[src/rtl/datapath_seq_pkg.sv]
// Shared definitions for the datapath microprogram sequencer.
// Holds the instruction type codes, ALU codes, FSM state encoding and field offsets.
// No logic lives here. Nothing in this file has latency or backpressure.
package datapath_seq_pkg;

  // Instruction type field [15:14]
  typedef enum logic [1:0] {
    T_OP   = 2'b00,
    T_BRZ  = 2'b01,
    T_HALT = 2'b10,
    T_JMP  = 2'b11
  } instr_type_e;

  // ALU codes are passed through to the datapath untouched
  localparam logic [2:0] ALU_ADD = 3'b000;
  localparam logic [2:0] ALU_SUB = 3'b001;
  localparam logic [2:0] ALU_AND = 3'b010;
  localparam logic [2:0] ALU_XOR = 3'b011;
  localparam logic [2:0] ALU_SLT = 3'b101;

  typedef enum logic [1:0] {
    S_IDLE  = 2'b00,
    S_FETCH = 2'b01,
    S_EXEC  = 2'b10,
    S_DONE  = 2'b11
  } state_e;

  // Instruction word layout
  localparam int INSTR_W  = 16;
  localparam int TYPE_LSB = 14;  // [15:14]
  localparam int ALU_LSB  = 11;  // [13:11]
  localparam int A1_LSB   = 9;   // [10:9]
  localparam int A2_LSB   = 7;   // [8:7]
  localparam int A3_LSB   = 5;   // [6:5]
  localparam int TGT_LSB  = 1;   // [4:1], low PC_W bits used

endpackage

[src/rtl/seq_prog_mem.sv]
// Program store: DEPTH x 16 words, synchronous write, synchronous registered read.
// Latency: write visible to a read on the following edge; read data one cycle after i_re.
// Backpressure: none; the caller gates i_we/i_re. Ports: i_clk, i_rst (clears read reg
// only), i_we/i_waddr/i_wdata write port, i_re/i_raddr read port, o_rdata registered word.
module seq_prog_mem
  import datapath_seq_pkg::*;
#(
  parameter int DEPTH = 16,
  localparam int AW   = $clog2(DEPTH)
) (
  input  logic               i_clk,
  input  logic               i_rst,
  input  logic               i_we,
  input  logic [AW-1:0]      i_waddr,
  input  logic [INSTR_W-1:0] i_wdata,
  input  logic               i_re,
  input  logic [AW-1:0]      i_raddr,
  output logic [INSTR_W-1:0] o_rdata
);

  logic [INSTR_W-1:0] r_mem [DEPTH];

  // Contents deliberately survive reset so a program can be rerun after an abort.
  always_ff @(posedge i_clk) begin
    if (i_we) begin
      r_mem[i_waddr] <= i_wdata;
    end
  end

  // The read register doubles as the sequencer's instruction register.
  always_ff @(posedge i_clk) begin
    if (i_rst) begin
      o_rdata <= '0;
    end else if (i_re) begin
      o_rdata <= r_mem[i_raddr];
    end
  end

endmodule

[src/rtl/datapath_sequencer.sv]
// Microprogram sequencer driving the ALU/register-file datapath, branching on Zero.
// Latency: start at edge N -> FETCH in N+1, EXEC in N+2; two cycles per instruction.
// Backpressure: prog_we/start honoured only in IDLE, silently dropped while busy.
// Ports: clk/rst; prog_we/prog_addr/prog_wdata program load; start run request;
// Zero from datapath; wr/ALUControl/addr1-3 to datapath; busy/done/err status; pc debug.
module datapath_sequencer
  import datapath_seq_pkg::*;
#(
  parameter int  PROG_DEPTH = 16,
  parameter int  MAX_STEPS  = 64,
  localparam int PC_W       = $clog2(PROG_DEPTH)
) (
  input  logic               clk,
  input  logic               rst,
  input  logic               prog_we,
  input  logic [PC_W-1:0]    prog_addr,
  input  logic [INSTR_W-1:0] prog_wdata,
  input  logic               start,
  input  logic               Zero,
  output logic               wr,
  output logic [2:0]         ALUControl,
  output logic [1:0]         addr1,
  output logic [1:0]         addr2,
  output logic [1:0]         addr3,
  output logic               busy,
  output logic               done,
  output logic               err,
  output logic [PC_W-1:0]    pc
);

  localparam int STEP_W = $clog2(MAX_STEPS + 1);

  state_e             r_state;
  state_e             w_state_nxt;
  logic [PC_W-1:0]    r_pc;
  logic [STEP_W-1:0]  r_step;
  logic               r_err;
  logic [INSTR_W-1:0] w_ir;
  instr_type_e        w_type;
  logic [PC_W-1:0]    w_pc_inc;
  logic [PC_W-1:0]    w_target;
  logic               w_limit;
  logic               w_mem_we;
  logic               w_mem_re;
  logic               w_accept;

  assign w_accept = (r_state == S_IDLE) && start;
  assign w_mem_we = (r_state == S_IDLE) && prog_we && !rst;
  assign w_mem_re = (r_state == S_FETCH);

  seq_prog_mem #(.DEPTH(PROG_DEPTH)) u_prog_mem (
    .i_clk   (clk),
    .i_rst   (rst),
    .i_we    (w_mem_we),
    .i_waddr (prog_addr),
    .i_wdata (prog_wdata),
    .i_re    (w_mem_re),
    .i_raddr (r_pc),
    .o_rdata (w_ir)
  );

  assign w_type   = instr_type_e'(w_ir[TYPE_LSB +: 2]);
  assign w_target = w_ir[TGT_LSB +: PC_W];
  assign w_pc_inc = r_pc + PC_W'(1);  // wraps modulo PROG_DEPTH
  // True on the EXEC that would be the MAX_STEPS-th executed instruction.
  assign w_limit  = (r_step + STEP_W'(1)) == STEP_W'(MAX_STEPS);

  // State register
  always_ff @(posedge clk) begin
    if (rst) begin
      r_state <= S_IDLE;
    end else begin
      r_state <= w_state_nxt;
    end
  end

  // Next-state logic; HALT wins over the step limit so a clean halt never flags err.
  always_comb begin
    w_state_nxt = r_state;
    case (r_state)
      S_IDLE:  if (start) w_state_nxt = S_FETCH;
      S_FETCH: w_state_nxt = S_EXEC;
      S_EXEC:  w_state_nxt = (w_type == T_HALT || w_limit) ? S_DONE : S_FETCH;
      S_DONE:  w_state_nxt = S_IDLE;
      default: w_state_nxt = S_IDLE;
    endcase
  end

  // PC, step counter and sticky error
  always_ff @(posedge clk) begin
    if (rst) begin
      r_pc   <= '0;
      r_step <= '0;
      r_err  <= 1'b0;
    end else if (w_accept) begin
      r_pc   <= '0;
      r_step <= '0;
      r_err  <= 1'b0;
    end else if (r_state == S_EXEC) begin
      r_step <= r_step + STEP_W'(1);
      r_err  <= w_limit && (w_type != T_HALT);
      case (w_type)
        T_OP:    r_pc <= w_pc_inc;
        T_BRZ:   r_pc <= Zero ? w_target : w_pc_inc;
        T_JMP:   r_pc <= w_target;
        default: r_pc <= r_pc;  // HALT leaves pc on the HALT word
      endcase
    end
  end

  // Output decode; datapath controls are zero outside EXEC.
  always_comb begin
    wr         = 1'b0;
    ALUControl = 3'b000;
    addr1      = 2'b00;
    addr2      = 2'b00;
    addr3      = 2'b00;
    busy       = (r_state != S_IDLE);
    done       = (r_state == S_DONE);
    if (r_state == S_EXEC && (w_type == T_OP || w_type == T_BRZ)) begin
      ALUControl = w_ir[ALU_LSB +: 3];
      addr1      = w_ir[A1_LSB +: 2];
      addr2      = w_ir[A2_LSB +: 2];
      if (w_type == T_OP) begin
        wr    = 1'b1;
        addr3 = w_ir[A3_LSB +: 2];
      end
    end
  end

  assign err = r_err;
  assign pc  = r_pc;

endmodule

[config.mk]
export PLATFORM = sky130hd
export DESIGN_NAME = datapath_sequencer
export DESIGN_NICKNAME = d
export VERILOG_FILES = /design/src/rtl/datapath_seq_pkg.sv /design/src/rtl/seq_prog_mem.sv /design/src/rtl/datapath_sequencer.sv
export SDC_FILE = /design/constraint.sdc
export NUM_CORES = 1
export LEC_CHECK = 0
export CAP_MARGIN = 40
export CORE_ASPECT_RATIO = 1.25
export CORE_MARGIN = 1.5
export CORE_UTILIZATION = 60
export CTS_CLUSTER_SIZE = 10
export DETAILED_ROUTE_END_ITERATION = 12
export PLACE_DENSITY = 0.79
export SLEW_MARGIN = 0
export SYNTH_ARGS = -nofsm -noshare
export SYNTH_HDL_FRONTEND = slang
export SYNTH_SLANG_ARGS = --single-unit
export TNS_END_PERCENT = 5
[constraint.sdc]
create_clock -name clk -period 4.89 [get_ports clk]
set_input_delay 0.7335 -clock clk [delete_from_list [all_inputs] [get_ports clk]]
set_output_delay 0.7335 -clock clk [all_outputs]
set_load 0.03 [all_outputs]
# --- Word level (Yosys, flattened, before mapping) ---
# Memory sizes are Yosys's and may differ from the RTL's. A register that Yosys moved wholly into a read port is not among the register bits.
# Cells that the tools add are included.
op_classes:
  addsub: 2
  n_eq_ne: 9
  mux: 14
  reduce_logical: 14
op_table:
  columns: ["op", "count"]
  rows:
  - ["2-bit 2-to-1 mux", 6]
  - ["4-bit case mux with 3 select lines", 1]
  - ["2-bit == test, second input constant", 4]
  - ["2-bit case mux with 4 select lines", 1]
  - ["7-bit by 1-bit adder with 7-bit output, second input constant", 1]
  - ["7-bit == test, second input constant", 1]
  - ["1-bit logical AND", 5]
  - ["4-bit by 1-bit adder with 4-bit output, second input constant", 1]
  - ["2-bit by 1-bit == test with 1-bit output, second input constant", 2]
  - ["2-bit logical NOT", 2]
  - ["1-bit 2-to-1 mux", 4]
  - ["4-bit 2-to-1 mux", 1]
  - ["2-bit inequality test, second input constant", 2]
  - ["3-bit 2-to-1 mux", 1]
  - ["3-bit nonzero test", 1]
  - ["1-bit logical OR", 2]
  - ["2-bit AND reduction", 1]
  - ["2-bit nonzero test", 1]
  - ["2-bit OR reduction", 1]
  - ["1-bit logical NOT", 1]
word_totals:
  ff_bits: 14
  ram_bits: 256
  inputBits: 25
  output_inout_bits: 17
  wordCells: 44
  n_memories: 1
memory_table:
  columns: ["name", "depth", "width", "rd", "rd_ports_with_merged_regs", "wr", "line", "text"]
  rows:
  - ["u_prog_mem.r_mem", 16, 16, 1, 1, 1, "seq_prog_mem.sv:21", "logic [INSTR_W-1:0] r_mem [DEPTH];"]

# --- Depth between registers and ports, before layout ---
depth:
  depth_word: 5
  ltp_mapped: 7
  depth_no_buf: 5

# --- Modules after synthesis ---
# A second synthesis with hierarchy kept.
unflattened:
  cells_unflattened: 701
  hier_area_um2: 11348.4
modules_own_cells:
  columns: ["mod", "n_inst", "cells_per_inst", "area_per_inst_um2", "seq_area_each_um2"]
  rows:
  - ["seq_prog_mem", 1, 606, 10545.1, 8007.7]
  - ["datapath_sequencer", 1, 95, 803.3, 280.3]

# --- Least setup slack after synthesis ---
# No wires, ideal clock.
synth_timing:
  path_kind: "input to register"
  start: "input port rst"
  end: "memory u_prog_mem.r_mem[0][10], enable pin"
  setup_ns: 0.406
  arrival_time_ns: 2.710
  required_time_ns: 4.484
  path_slack_ns: 1.774
  cell_stages: 3
  n_path_buf: 0
  path_cell_list: "or4b_1 -> or3_1 -> nor3_1"
synth_via:
  elab_chain_len: 4
synth_lines:
  columns: ["item", "line", "text"]
  rows:
  - ["start: declaration", "datapath_sequencer.sv:14", "input logic rst,"]
  - ["1-bit logical NOT", "datapath_sequencer.sv:48", "assign w_mem_we = (r_state == S_IDLE) && prog_we && !rst;"]
  - ["1-bit logical AND", "datapath_sequencer.sv:48", null]
  - ["1-bit 2-to-1 mux", "seq_prog_mem.sv:25", "if (i_we) begin"]
  - ["1-bit 2-to-1 mux (implied by the code)", "seq_prog_mem.sv:26", "r_mem[i_waddr] <= i_wdata;"]
  - ["end: declaration", "seq_prog_mem.sv:21", null]
# No other way between the ends.

# --- Final worst setup path ---
layout_timing:
  start: "register r_state[1]"
  end: "output port ALUControl[1]"
layout_via:
  elab_chain_len: 3
layout_lines:
  columns: ["item", "line", "text"]
  rows:
  - ["start: declaration", "datapath_sequencer.sv:33", "state_e r_state;"]
  - ["start signal: assignment", "datapath_sequencer.sv:73", "r_state <= w_state_nxt;"]
  - ["2-bit == test", "datapath_sequencer.sv:120", "if (r_state == S_EXEC && (w_type == T_OP || w_type == T_BRZ)) begin"]
  - ["1-bit logical AND", "datapath_sequencer.sv:120", null]
  - ["3-bit 2-to-1 mux", "datapath_sequencer.sv:120", null]
  - ["end: declaration", "datapath_sequencer.sv:21", "output logic [2:0] ALUControl,"]
# No other way between the ends.

==> results_dict.tcl <==
set metrics [dict create \
    use_met2_pct 44.5 \
    synthFlopType "edfxtp_1" \
    grt_max_degree 45 \
    cts_root_buffer "clkbuf_16" \
    synth_area_per_cell_sq_um 20.0 \
    use_met3_pct 3.90 \
    hold_violations 0 \
    hold_buffers 0 \
    placed_cells 783 \
    placed_cell_area_sq_mm 0.0112 \
    critPathRequiredTime_ns 4.16 \
    synth_fp_nets 552 \
    grt_pass1_vias 5586 \
    drv_cap 0 \
    grt_pass1_wl_um 33900 \
    drc 0 \
    endpoint_kind "output pin" \
    clockBufferDepth 3 \
    layout.nets 623 \
    vias_per_cell 6.43 \
    ctsResizeCount 0 \
    layout_min_cycle_time_ns 3.38 \
    netlist_instances 525 \
    yosysWarningCount 0 \
    wire_per_inst_um 26.4 \
    first_pass_iters 5 \
    routed_wl_um 22200 \
    cts_buffers 30 \
    setup.worst_path.start_class "register" \
    track_usage_pct 25.9 \
    gp_congestion 0.820 \
    total_power_mw 4.64 \
    post-route-period-util_pct 69.2 \
    worst_pin_slew_ns 0.895 \
    grt-ovfl-total 0 \
    slew_headroom_pct 40.1 \
    leakagePower_nw 3.84 \
    async_flop_share_pct 0 \
    drv_slew 0 \
    fin_area_sq_mm 0.0121 \
    synth.area.top_cells "edfxtp_1 69%, mux4_2 8.6%, dfxtp_1 5.5%" \
    path_clk_slew_ns 0.06 \
    worstSkewPairLatency_ns 0.54 \
    core-area_sq_mm 0.0170 \
    tns_ns 0 \
    tritoncts "built" \
    fin_cells 840 \
    grt_antenna_before_repair 0 \
    post-cts-setup-buffers 0 \
    netlist.area_leader.share_pct 68.8 \
    dp_hpwl_um 13300 \
    final.setup.worst_slack_ns 1.51 \
    skew_ns 0.0113 \
    num_vias 5399 \
    synth_top_cell_by_area "edfxtp_1" \
    setup_viol 0 \
    critPathArrivalTime_ns 2.65 \
    crit_fanout 9 \
    area_growth_pct 15.4 \
    io_pins 42 \
    synth_most_common_cell "edfxtp_1" \
    ys_seq_area_share_pct 74.3 \
    grt_setup_unrepaired "no" \
    die-height_um 151 \
    syn-cell-area_sq_mm 0.0105 \
    max_freq_ghz 0.295 \
    pre_cts_ws_ns 1.34 \
    ys_ff_latch 269 \
    synthTopCellsByCount "240 x edfxtp_1, 40 x mux4_2, 29 x dfxtp_1" \
    start_util_pct 61.7 \
    clkSinkCount 269 \
    powerDensity_mw_per_mm2 383 \
    vdd_drop_max_uv 261 \
    setup.worst_path.class "register to output pin" \
    ys_types 45 \
    drive_above_1_share_pct 19.7 \
    synth_enable_flop_cells 240 \
    drt_iter0_markers 538 \
    grtUsageMet1_pct 34.4 \
    io_buffers 40 \
    grt_busiest_layer "met2" \
    die_w_um 121 \
    status "completed" \
    htreeDepth 1 \
    fp.dieArea_sq_mm 0.0183 \
    fp-row-count 53 \
    postRouteAntennaNets 0 \
    hp-class "register to register" \
    antenna_cells 0 \
]
==> worst max-delay path, cell delays in order (launching register included) <==
cell and delay, ns:
dfxtp_1 0.49, nand2b_1 0.21, nor2_1 0.48, and2_1 0.25
clkdlybuf4s50_1 0.68
==> metal layers <==
metal	vias up	routed length, um	share of wire [%]
met5	-	0	0
met4	0	513	2.3
met3	46	1540	6.9
met2	281	11500	52
met1	2764	8590	39
li1	2308	-	-
==> flip-flops by register name, summed over array words and instances, names as in the netlist <==
register and count:
u_prog_mem.o_rdata 15, r_step 7, pc 4, u_prog_mem.r_mem 240
err 1, r_state 2
==> worst paths after layout <==
check	from	end	slack [ns]	depth (start not counted)
min reg2reg	err$_SDFFE_PP0P_	err$_SDFFE_PP0P_	0.46	2
min	err$_SDFFE_PP0P_	err$_SDFFE_PP0P_	0.46	2
max reg2reg	r_state[1]$_SDFFE_PP0P_	u_prog_mem.r_mem[8][11]$_DFFE_PP_	2.19	5
max	r_state[1]$_SDFFE_PP0P_	ALUControl[1]	1.51	4
==> report_power, final <==
| group | switching (mW) | internal (mW) | total [mW] | leakage (nW) |
|---|---|---|---|---|
| logic | 0.0736 | 0.0422 | 0.116 | 1.03 |
| clock network | 0.806 | 1.18 | 1.98 | 0.412 |
| registers | 0.0130 | 2.52 | 2.53 | 2.40 |
==> logic make-up after synthesis <==
group	count (synthesis)	share of synthesized area [%]
AOI/OAI and AO/OA	50	3.52
xor gates and xnor gates	4	0.334
adders and majority gates	2	0.239
buffers and inverters	26	1.58
DFF	269	74.3
muxes	78	15.5
and+or+nand+nor	96	4.50
==> through the flow <==
| stage | utilization (%) | hold WS (ns) |
|---|---|---|
| after global placement | 65.7 | 0.445 |
| after floorplan | - | 0.440 |
| after global routing | 71.2 | 0.483 |
| final | 71.2 | 0.463 |
| after CTS | 71.1 | 0.466 |
| after detailed placement | 66.0 | 0.458 |
==> cells in the final DEF (no fill, tap or decap), types with 2 or more instances in the layout <==
cell type        count
mux2_2              15
and2_1              12
clkdlybuf4s50_1     40
a22oi_1             22
nor2_1              26
nor3_1               5
ha_1                 2
mux2i_1              3
nor2b_1              4
nand2b_1             4
buf_4               19
a21oi_1              7
buf_8                3
mux4_1              20
nor3_2               4
clkbuf_16           31
nand2_1             25
nand3_1              2
or3_1                3
nor2_2               2
mux4_2              40
clkbuf_1            25
edfxtp_1           240
xnor2_1              3
inv_1                2
dfxtp_1             27
o21ai_0              8
or4b_1               2
a22oi_2              6
==> cell type report <==
class / instances / area [sq um]
Clock buffer: 56 / 870
Fill cell: 977 / 4890
Inverter: 3 / 11.3
Multi-Input combinational cell: 230 / 2550
Sequential cell: 269 / 7790
Tap cell: 220 / 275
Timing Repair Buffer: 62 / 588
Note: power is estimated with default switching activity, not from simulation.
